File: src/rtl/jk_cnt_pkg.sv
// Shared definitions for the JK-flop based counters.
//   JK_* constants : {J,K} encodings understood by jk_ff_sr
//   jk_drive(q,nxt): {J,K} pair that moves a flop from q to nxt in one edge
package jk_cnt_pkg;

    localparam logic [1:0] JK_HOLD   = 2'b00;
    localparam logic [1:0] JK_RESET  = 2'b01;
    localparam logic [1:0] JK_SET    = 2'b10;
    localparam logic [1:0] JK_TOGGLE = 2'b11;

    // Forced drive: set when going 0->1, reset when going 1->0, otherwise hold.
    function automatic logic [1:0] jk_drive(input logic q, input logic nxt);
        return {nxt & ~q, ~nxt & q};
    endfunction

endpackage

File: src/rtl/jk_ff_sr.sv
// JK flip-flop with synchronous active-low reset to RST_VAL.
// Ports:
//   clk   in  rising-edge clock
//   rst_n in  synchronous reset, active low (q <= RST_VAL)
//   j, k  in  JK inputs
//   q     out flop output
//   qb    out inverted flop output
module jk_ff_sr
    import jk_cnt_pkg::*;
#(
    parameter logic RST_VAL = 1'b0
) (
    input  logic clk,
    input  logic rst_n,
    input  logic j,
    input  logic k,
    output logic q,
    output logic qb
);

    always_ff @(posedge clk) begin
        if (!rst_n) begin
            q <= RST_VAL;
        end else begin
            case ({j, k})
                JK_SET:    q <= 1'b1;
                JK_RESET:  q <= 1'b0;
                JK_TOGGLE: q <= ~q;
                default:   q <= q;
            endcase
        end
    end

    assign qb = ~q;

endmodule

File: src/rtl/jk_sync_down_counter.sv
// Synchronous modulo-MOD down counter built from JK flip-flops.
// Counts MOD-1 down to 0 and wraps; borrow can drive the en of a more
// significant stage.
// Ports:
//   clk    in  rising-edge clock
//   rst_n  in  synchronous reset, active low (count <= MOD-1)
//   en     in  count enable (decrement)
//   load   in  parallel load strobe (din, clamped to MOD-1)
//   din    in  parallel load value
//   count  out registered count (flop Q outputs)
//   zero   out count == 0
//   borrow out en & zero & ~load; high in the cycle that wraps
module jk_sync_down_counter
    import jk_cnt_pkg::*;
#(
    parameter int WIDTH = 4,
    parameter int MOD   = 16
) (
    input  logic             clk,
    input  logic             rst_n,
    input  logic             en,
    input  logic             load,
    input  logic [WIDTH-1:0] din,
    output logic [WIDTH-1:0] count,
    output logic             zero,
    output logic             borrow
);

    localparam logic [WIDTH-1:0] MAX_VAL = WIDTH'(MOD - 1);
    localparam logic [WIDTH:0]   MOD_EXT = (WIDTH + 1)'(MOD);

    logic [WIDTH-1:0] qb;
    logic [WIDTH-1:0] j;
    logic [WIDTH-1:0] k;
    logic [WIDTH-1:0] nxt;
    logic [WIDTH-1:0] low_zero;
    logic             forced;
    logic             toggle;

    assign zero   = &qb;
    assign borrow = en & zero & ~load;

    always_comb begin
        // low_zero[i]: every bit below i is 0, so bit i toggles on a decrement.
        low_zero[0] = 1'b1;
        for (int i = 1; i < WIDTH; i++) begin
            low_zero[i] = low_zero[i-1] & qb[i-1];
        end
    end

    always_comb begin
        nxt    = count;
        forced = 1'b0;
        toggle = 1'b0;
        if (!rst_n) begin
            nxt    = MAX_VAL;
            forced = 1'b1;
        end else if (load) begin
            nxt    = ({1'b0, din} < MOD_EXT) ? din : MAX_VAL;
            forced = 1'b1;
        end else if (en) begin
            if (zero) begin
                // Explicit wrap; for MOD == 2**WIDTH it matches the natural rollover.
                nxt    = MAX_VAL;
                forced = 1'b1;
            end else begin
                // Plain binary decrement, also for out-of-range states >= MOD.
                toggle = 1'b1;
            end
        end
    end

    always_comb begin
        j = '0;
        k = '0;
        for (int i = 0; i < WIDTH; i++) begin
            if (forced) begin
                {j[i], k[i]} = jk_drive(count[i], nxt[i]);
            end else if (toggle && low_zero[i]) begin
                {j[i], k[i]} = JK_TOGGLE;
            end else begin
                {j[i], k[i]} = JK_HOLD;
            end
        end
    end

    for (genvar g = 0; g < WIDTH; g++) begin : g_bit
        jk_ff_sr #(
            .RST_VAL(MAX_VAL[g])
        ) u_ff (
            .clk  (clk),
            .rst_n(rst_n),
            .j    (j[g]),
            .k    (k[g]),
            .q    (count[g]),
            .qb   (qb[g])
        );
    end

endmodule

File: config.mk
export PLATFORM = sky130hd
export DESIGN_NAME = jk_sync_down_counter
export DESIGN_NICKNAME = d
export VERILOG_FILES = /design/src/rtl/jk_cnt_pkg.sv /design/src/rtl/jk_ff_sr.sv /design/src/rtl/jk_sync_down_counter.sv
export SDC_FILE = /design/constraint.sdc
export NUM_CORES = 1
export LEC_CHECK = 0
export ABC_AREA = 1
export ABC_CLOCK_PERIOD_IN_PS = 1600
export CORE_AREA = 2 2 39 41
export CTS_CLUSTER_SIZE = 40
export DETAILED_ROUTE_END_ITERATION = 8
export DIE_AREA = 0 0 41 43
export PLACE_DENSITY = 0.59
export SYNTH_ARGS = -nofsm -noshare
export SYNTH_HDL_FRONTEND = slang
export SYNTH_SLANG_ARGS = --single-unit
File: constraint.sdc
create_clock -name clk -period 1.6 [get_ports clk]
set_clock_uncertainty 0.1 [all_clocks]
set_input_delay 0.16 -clock clk [delete_from_list [all_inputs] [get_ports clk]]
set_output_delay 0.16 -clock clk [all_outputs]
set_load 0.01 [all_outputs]
==> metrics.csv <==
metric,value,unit
fmax,0.668,GHz
synth_top_area_share,25.1,%
critPathKind,register to output pin,
final_nets,86,
drt_first_pass_iters,2,
drv_slew,0,
rsz0062_at_grt,no,
syn_area_per_cell,5.80,sq um
synth_cell_type_count,15,
setup_viol,0,
fin_util,38.0,%
io_buffer_count,13,
synth.top_cells.by_area,"dfxtp_1, nand2_1, nand3_1",
leakage,0.291,nW
critPathRequiredTime,1340,ps
final.fill_count,149,
syn_inst,55,
period_share,93.6,%
grt_pass1_vias,339,
setup_tns,0,ps
first_iter_violations,6,
slew_headroom,85.6,%
cts_buffers,3,
hpwl,648,microns
die-area,1760,sq um
die-width,41,microns
grt_pass1_wl,1270,microns
worstSkewPairLatency,240,ps
arrival,1240,ps
grt_use_total,11.8,%
crit_fanout,5,
clockBufferDepth,2,
top_register,g_bit.u_ff.q,
largest_reg_flops,4,
diodes,0,
finalCriticalPeriod,1500,ps
startpoint_type,register,
synth_top_area_cell,dfxtp_1,
finalHoldViolCount,0,
cts.clk_slew.worst_paths,30,ps
finalWirelength,830,microns
gp_congestion,0.704,
synth_area,319,sq um
drc,0,
synthesis.nets,63,
grt_overflow,0,
yosys_warnings,0,
cts.sinks,4,
via_count,382,
r2r_setup_slack,400,ps
power.density,616,nW/um^2
fp-row-count,14,
end_kind,output pin,
finalPower,0.324,mW
wl_per_cell,9.02,microns
ant_nets,0,
synth_seq_cells,4,
area_growth,64.7,%
core_area,1380,sq um
status,"complete, no violations",
hold_buffers,0,
grt_antenna_before_repair,0,
clockRootBuffer,clkbuf_4,
worst_ir_drop_vdd,0.300,mV
h-tree-depth,1,
cts_tree,done,
grt_max_degree,8,
start_util,23.1,%
ys_seq_area_share,25.1,%
largestRegisters,g_bit.u_ff.q (4),
drive_above_1_share,22.4,%
die_h,43,microns
hold_class,register to register,
worst_pin_slew,214,ps
cap_violations,0,
io_pins,14,
vias_per_cell,4.15,
==> per-layer routing <==
layer	vias to the layer above	GRT usage, %	wire length [microns]
met2	14	15.9	390
met5	-	0	0
met1	158	11.9	325
met3	4	6.28	77
li1	206	-	-
met4	0	12.0	36
==> kinds of logic after synthesis <==
family	Yosys count	synth area share (%)
AO/OA/AOI/OAI	1	2.35
flip-flops	4	25.1
buffers and inverters	14	21.2
AND/OR/NAND/NOR	36	51.4
==> worst paths after layout <==
path | startpoint | to | cells after the start
hold reg to reg | g_bit[3].u_ff.q | g_bit[3].u_ff.q | 2
setup reg to reg | g_bit[0].u_ff.q | g_bit[3].u_ff.q | 8
setup / recovery | g_bit[0].u_ff.q | count[0] | 2
hold / removal | g_bit[3].u_ff.q | g_bit[3].u_ff.q | 2
==> cells in the mapped netlist <==
| master | instances |
|---|---|
| a21boi_0 | 1 |
| inv_1 | 9 |
| dfxtp_1 | 4 |
| inv_2 | 1 |
| nand3_2 | 1 |
| or2_1 | 1 |
| nor3_1 | 1 |
| nor2_1 | 6 |
| buf_4 | 4 |
| nand3_1 | 7 |
| nand2_1 | 16 |
| nand4_1 | 1 |
| and2_1 | 1 |
| nor2_2 | 1 |
| or2_0 | 1 |
==> final cells by class <==
class                   count  area [sq um]  share of cell area, %
inverters                  10          37.5                   7.14
clock buffers               3          22.5                   4.29
well taps                  16          20.0                   3.81
multi-input cells          37           174                   33.1
flip-flops and latches      4          80.1                   15.2
repair buffers             22           191                   36.4
==> repair_timing <==
item                                    in CTS  in global routing
endpoints found under the setup margin       2                  1
pin swaps                                    2                  0
buffers inserted                             1                  0
resized for setup                            3                  2
endpoints found under the hold margin        0                  0
gates cloned                                 0                  0
==> critical path, stage by stage, from the launching register on <==
cell	delay, ps
dfxtp_1	330
buf_4	140
clkdlybuf4s50_1	530
==> stage by stage <==
step | area, sq um | worst slack (ps) | hold WS (ps) | std cells
final | 526 | 102 | 404 | 92
after global routing | 526 | 52.0 | 450 | 92
after CTS | 529 | 57.7 | 410 | 92
after detailed placement | 499 | -72.1 | 395 | 88
after global placement | 499 | -64.7 | 397 | 88
after floorplan | 319 | 528 | 186 | 55
==> power breakdown <==
part / switching, mW / internal [mW]
logic: 0.0351 / 0.0492
registers: 0.00508 / 0.107
clock network: 0.0430 / 0.0839
==> cell usage in the layout (no fill, tap or decap) <==
| cell type | Yosys | final |
|---|---|---|
| nand2_1 | 16 | 16 |
| clkdlybuf4s50_1 | 0 | 11 |
| inv_1 | 9 | 9 |
| buf_4 | 4 | 9 |
| nand3_1 | 7 | 7 |
| nor2_1 | 6 | 5 |
| dfxtp_1 | 4 | 4 |
| clkbuf_4 | 0 | 3 |
| nor2_2 | 1 | 2 |
| nand3_2 | 1 | 1 |
| inv_2 | 1 | 1 |
| or2_0 | 1 | 1 |
| nand4_1 | 1 | 1 |
| nor3_1 | 1 | 1 |
| a21boi_0 | 1 | 1 |
| or2_1 | 1 | 1 |
| and2_1 | 1 | 1 |
| dlygate4sd2_1 | 0 | 1 |
| clkbuf_2 | 0 | 1 |
(Power assumes the default switching activity.)
